File: config.mk
export PLATFORM = sky130hd
export DESIGN_NAME = subband_ram_writer
export DESIGN_NICKNAME = d
export VERILOG_FILES = /design/src/rtl/subband_ram_writer_pkg.sv /design/src/rtl/subband_ram_writer_addr_gen.sv /design/src/rtl/subband_ram_writer.sv
export SDC_FILE = /design/constraint.sdc
export NUM_CORES = 1
export LEC_CHECK = 0
export ABC_AREA = 1
export BUFFER_PORTS_ARGS = -buffer_cell sky130_fd_sc_hd__buf_2
export CAP_MARGIN = 15
export CORE_AREA = 2 2 114 72
export DETAILED_ROUTE_END_ITERATION = 16
export DIE_AREA = 0 0 116 74
export GPL_ROUTABILITY_DRIVEN = 0
export HOLD_SLACK_MARGIN = 0.12
export PLACE_DENSITY_LB_ADDON = 0.12
export SYNTH_ARGS = -nofsm -noshare
export SYNTH_HDL_FRONTEND = slang
export SYNTH_HIERARCHICAL = 1
export SYNTH_SLANG_ARGS = --single-unit
File: constraint.sdc
create_clock -name clk -period 2.2 [get_ports clk]
set_input_delay 0.22 -clock clk [delete_from_list [all_inputs] [get_ports clk]]
set_output_delay 0.22 -clock clk [all_outputs]
set_load 0.005 [all_outputs]
File: src/rtl/subband_ram_writer_pkg.sv
// Shared subband layout, FSM and sub_cycle encodings.
// Used by the subband coder and decoder RAM paths.
package subband_ram_writer_pkg;

  localparam int ADDR_W = 12;
  localparam int DATA_W = 16;

  localparam logic [ADDR_W-1:0] LL_BASE_ADDRESS = 12'd0;
  localparam logic [ADDR_W-1:0] HL_BASE_ADDRESS = 12'd32;
  localparam logic [ADDR_W-1:0] LH_BASE_ADDRESS = 12'd2048;

  localparam int COLS       = 16;
  localparam int ROWS       = 32;
  localparam int ROW_STRIDE = 64;

  localparam int PIXELS = COLS * ROWS;
  localparam int PIX_W  = $clog2(PIXELS);
  localparam int COL_W  = $clog2(COLS);

  // Offset step taken after the last pixel of a subband row.
  localparam logic [ADDR_W-1:0] ROW_JUMP =
    ADDR_W'(ROW_STRIDE - COLS + 1);

  localparam logic [COL_W-1:0] LAST_COL =
    COL_W'(COLS - 1);
  localparam logic [PIX_W-1:0] LAST_PIX =
    PIX_W'(PIXELS - 1);

  typedef enum logic [1:0] {
    IDLE  = 2'd0,
    WRITE = 2'd1,
    DONE  = 2'd2
  } state_e;

  typedef enum logic [1:0] {
    LL = 2'd0,
    HL = 2'd1,
    LH = 2'd2
  } sub_cycle_e;

  // Saturate a 16-bit signed value to the signed 12-bit range.
  function automatic logic [DATA_W-1:0] clamp12(
    input logic [DATA_W-1:0] x
  );
    logic signed [DATA_W-1:0] s;
    s = $signed(x);
    if (s > 16'sd2047)
      clamp12 = 16'h07FF;
    else if (s < -16'sd2048)
      clamp12 = 16'hF800;
    else
      clamp12 = x;
  endfunction

endpackage

File: src/rtl/subband_ram_writer_addr_gen.sv
// Subband RAM address generator: offset/column/pixel/sub_cycle.
// clear, advance in; address = base[sub_cycle]+offset, last_flag out.
module subband_addr_gen
  import subband_ram_writer_pkg::*;
(
  input  logic              clk,
  input  logic              rst_n,
  input  logic              clear,
  input  logic              advance,
  output logic [ADDR_W-1:0] address,
  output logic              last_flag
);

  logic [ADDR_W-1:0] offset;
  logic [COL_W-1:0]  column;
  logic [PIX_W-1:0]  pixel;
  sub_cycle_e        sub_cycle;
  logic [ADDR_W-1:0] base;

  always_comb begin
    base = LL_BASE_ADDRESS;
    unique case (sub_cycle)
      LL:      base = LL_BASE_ADDRESS;
      HL:      base = HL_BASE_ADDRESS;
      LH:      base = LH_BASE_ADDRESS;
      default: base = LL_BASE_ADDRESS;
    endcase
  end

  assign address   = base + offset;
  assign last_flag = (pixel == LAST_PIX) &&
                     (sub_cycle == LH);

  always_ff @(posedge clk or negedge rst_n) begin
    if (!rst_n) begin
      offset    <= '0;
      column    <= '0;
      pixel     <= '0;
      sub_cycle <= LL;
    end else if (clear || (advance && last_flag)) begin
      offset    <= '0;
      column    <= '0;
      pixel     <= '0;
      sub_cycle <= LL;
    end else if (advance) begin
      unique case (sub_cycle)
        LL: sub_cycle <= HL;
        HL: sub_cycle <= LH;
        LH: begin
          sub_cycle <= LL;
          pixel     <= pixel + 1'b1;
          if (column == LAST_COL) begin
            column <= '0;
            offset <= offset + ROW_JUMP;
          end else begin
            column <= column + 1'b1;
            offset <= offset + 1'b1;
          end
        end
        default: sub_cycle <= LL;
      endcase
    end
  end

endmodule

File: src/rtl/subband_ram_writer.sv
// Scatters decoded LL/HL/LH coefficients into the coefficient RAM.
// Ports: start, coef_in/valid/ready in; ram_* writes, busy, done out.
// Build option SUBBAND_RAM_WRITER_CLAMP_EN saturates data to 12 bits.
module subband_ram_writer
  import subband_ram_writer_pkg::*;
(
  input  logic              clk,
  input  logic              rst_n,
  input  logic              start,
  input  logic [DATA_W-1:0] coef_in,
  input  logic              coef_valid,
  output logic              coef_ready,
  output logic [ADDR_W-1:0] ram_address,
  output logic [DATA_W-1:0] ram_data,
  output logic              ram_wren,
  output logic              busy,
  output logic              done
);

  state_e            state;
  logic              xfer;
  logic              start_ok;
  logic [ADDR_W-1:0] gen_addr;
  logic              last_flag;
  logic [DATA_W-1:0] wr_data;

  assign coef_ready = (state == WRITE);
  assign xfer       = coef_valid && coef_ready;
  assign start_ok   = start && (state == IDLE);

`ifdef SUBBAND_RAM_WRITER_CLAMP_EN
  assign wr_data = clamp12(coef_in);
`else
  assign wr_data = coef_in;
`endif

  subband_addr_gen u_addr_gen (
    .clk       (clk),
    .rst_n     (rst_n),
    .clear     (start_ok),
    .advance   (xfer),
    .address   (gen_addr),
    .last_flag (last_flag)
  );

  always_ff @(posedge clk or negedge rst_n) begin
    if (!rst_n) begin
      state       <= IDLE;
      ram_address <= '0;
      ram_data    <= '0;
      ram_wren    <= 1'b0;
      busy        <= 1'b0;
      done        <= 1'b0;
    end else begin
      ram_wren <= xfer;
      if (xfer) begin
        ram_address <= gen_addr;
        ram_data    <= wr_data;
      end
      unique case (state)
        IDLE: begin
          done <= 1'b0;
          if (start) begin
            state <= WRITE;
            busy  <= 1'b1;
          end
        end
        WRITE: begin
          if (xfer && last_flag) begin
            state <= DONE;
            done  <= 1'b1;
          end
        end
        DONE: begin
          state <= IDLE;
          busy  <= 1'b0;
          done  <= 1'b0;
        end
        default: begin
          state <= IDLE;
          busy  <= 1'b0;
          done  <= 1'b0;
        end
      endcase
    end
  end

endmodule

==> run summary <==
Period minus WS final -> 1930 ps
critical path's top delay family -> simple AND/OR/NAND/NOR gates
Leak -> 1.98 nW
total power -> 0.00376 W
status -> completed
largest net degree at the start of global routing -> 61
Die W -> 116 um
Clock Path Buffers -> 2
clock skew -> 6.75 ps
switching pwr -> 0.00113 W
combinational share of power -> 0.206
MaxCap Viol Count -> 0
post-CTS setup buffers -> 0
fin util -> 0.472
cell taking the most area after synthesis -> dfrtp_1
Syn Inst Count -> 340
Final Max Tran Viols -> 0
Ports -> 52
WP buf/inv -> 2
Sink Count -> 60
Area growth syn-to-layout -> 22.9%
dpl cells -> 488
Yosys reg bits -> 60
starting density of the core -> 0.384
drt pass-1 iters -> 4
final hold vios -> 0
TritonCTS clock tree -> done
Final ANT Viol Nets -> 0
HP Class -> in2reg
Seq/Total Area, Yosys -> 0.516
via/cell ratio -> 4.81
RSZ-0062 raised after global routing -> false
antenna violations before repair -> 0
H-Tree Depth -> 3
sequential share of power -> 0.418
PD cells -> 1050 mW/mm^2
final cell count without fillers -> 505
Worst EP required -> 2410 ps
synth top area cells -> dfrtp_1 52%, nand2_1 12%, nand4_1 7.1%, inv_1 3.9%, nand3_1 3.4%
Final #Nets -> 418
final HPWL from detailed placement -> 4500 um
Critical Path Start Type -> flip-flop
total gr overflow -> 0
wire length per cell -> 13.0 um
Row Count -> 25
most used cell, CP -> ha_1
switch share -> 0.301
Starting DRT DRC Count -> 95
Slew headroom -> 0.781
peak supply drop -> 0.443 mV
GRT Total Usage -> 0.172
Die ar. -> 0.00858 sq mm
Mapped Area -> 0.00291 sq mm
WL final -> 6570 um
Setup crit start -> u_addr_gen/pixel[0]$_DFFE_PN0P_
vias in the first global route -> 2208
period utilisation layout -> 0.877
share of the synthesized area in the top cell type -> 0.516
f_max -> 518 MHz
n_diodes -> 0
library cells used by synthesis -> 28
crit path DAT -> 2140 ps
Slowest Stage Delay on Critical Path -> 380 ps
Clock Latency Late Sink -> 330 ps
reg2reg start -> u_addr_gen/pixel[0]$_DFFE_PN0P_
Core ar. -> 0.00757 sq mm
peak fanout along the critical path -> 7
Crit-path slowest cell -> dfrtp_1
Setup TNS -> 0 ps
Port Buffer Count -> 51
worst-path cell chain -> ha_1 -> nand4_1 -> nor2_1 -> ha_1 -> inv_1 -> o21ai_2 -> nand2_2 -> nand2_1 -> inv_2 -> a22o_1
clk slew on worst S/H paths -> 50 ps
hold_ws -> 146 ps
Setup Viol. Count Final -> 0
CP Class -> reg2reg
first-pass GRT wire length -> 11000 um
layout cell share with drive strength beyond 1 -> 0.209
Num CTS Buffers -> 9
yosys synthesis warning count -> 6
measured slew at the worst slew-check pin -> 329 ps
die height -> 74 um
Root Buffer -> clkbuf_16
clock power share -> 0.376
syn avg cell area -> 8.56 sq um
DR vias -> 2428
Pint -> 0.00263 W
post-synthesis net count -> 366
Critical Path Sink Type -> flip-flop
Hold Startpoint -> coef_in[13]
# DRC -> 0
## synth_stat cells
cell / n
a21oi_1: 11
a22o_1: 4
and3_1: 3
buf_2: 10
buf_4: 8
buf_6: 1
clkbuf_1: 1
dfrtp_1: 60
ha_1: 6
inv_1: 30
inv_2: 2
mux2i_1: 1
nand2_1: 96
nand2_2: 1
nand3_1: 20
nand3_2: 1
nand4_1: 33
nor2_1: 21
nor2_2: 1
nor3_1: 7
o21ai_0: 9
o21ai_1: 1
o21bai_1: 1
o21bai_4: 1
o22ai_1: 2
o31ai_1: 1
xnor2_1: 2
xor2_1: 6
## cells in the final DEF, fill, tap and decap left out, drive strengths merged
cell	count
and3	3
clkinvlp	1
mux2i	1
nand2	97
xor2	6
inv	32
a22o	4
o31ai	1
xnor2	2
buf	60
o22ai	2
a21oi	11
nand4	33
dfrtp	60
o21ai	10
nor2	22
ha	6
nor3	7
nand3	21
dlygate4sd3	1
bufinv	1
o21bai	2
clkinv	2
clkbuf	12
## power groups by stage
stage / combinational, W / clock, W / sequential [W]
2_1_floorplan: 0.000551 / 0 / 0.00155
3_3_place_gp: 0.000777 / 0 / 0.00158
3_5_place_dp: 0.000773 / 0 / 0.00159
4_1_cts: 0.000782 / 0.00146 / 0.00157
5_1_grt: 0.000900 / 0.00150 / 0.00161
6_report: 0.000776 / 0.00141 / 0.00157
## stage by stage
stage / instance area, sq um / worst slack, ps
after floorplan: 2910 / 507
after global placement: 3260 / 320
after detailed placement: 3260 / 234
after CTS: 3570 / 212
after global routing: 3580 / 42.6
final: 3580 / 271
## worst reg2reg max path: cells and delay by family (launching register included)
family | cells | cell delay (ps)
AND/OR/NAND/NOR | 4 | 540
flip-flops | 1 | 380
AO/OA/AOI/OAI | 2 | 370
adder cells (fa/ha/maj) | 2 | 360
buffers and inverters | 2 | 160
## area by class of cell
cell class / count / area (sq um)
Clock buffer: 12 / 256
Tap cell: 108 / 135
Multi-Input combinational cell: 228 / 1170
Clock inverter: 4 / 47.5
Inverter: 32 / 120
Sequential cell: 60 / 1500
Fill cell: 785 / 3990
Timing Repair Buffer: 61 / 345
## layer usage
layer	routed length, um	share of wire	GRT usage	vias to the layer above
met2	2560	0.39	0.227	57
met1	3500	0.53	0.256	1129
li1	-	-	-	1232
met5	0	0	0	-
met3	381	0.058	0.0587	10
met4	121	0.018	0.0754	0
## state kept, by name, indices dropped and copies added (netlist names)
name                  cells
ram_data                 16
ram_address              12
u_addr_gen/offset        12
u_addr_gen/pixel          9
u_addr_gen/column         4
state                     2
u_addr_gen/sub_cycle      2
busy                      1
done                      1
ram_wren                  1
## kinds of logic after synthesis
| group | count (synthesis) | share of synthesized area |
|---|---|---|
| xor gates and xnor gates | 8 | 0.0241 |
| AOI/OAI and AO/OA | 30 | 0.0641 |
| and+or+nand+nor | 183 | 0.282 |
| adders and majority gates | 6 | 0.0258 |
| buffers and inverters | 52 | 0.0843 |
| DFF | 60 | 0.516 |
| muxes | 1 | 0.00344 |
## repair_timing
| action | CTS | global route |
|---|---|---|
| hold buffers | 1 | 0 |
| endpoints found under the hold margin | 60 | 0 |
| resized for setup | 0 | 2 |
| setup endpoints to repair | 0 | 8 |
## worst paths after layout
check,endpoint,slack (ps),cells after the start
setup / recovery,u_addr_gen/pixel[1]$_DFFE_PN0P_,270,10
hold / removal,ram_data[13]$_DFFE_PN0P_,150,3
setup reg to reg,u_addr_gen/pixel[1]$_DFFE_PN0P_,270,10
hold reg to reg,ram_data[3]$_DFFE_PN0P_,460,2
max in group asynchronous,ram_data[4]$_DFFE_PN0P_,1500,3
min in group asynchronous,u_addr_gen/pixel[0]$_DFFE_PN0P_,410,3
Note: power is estimated with default switching activity, not from simulation.
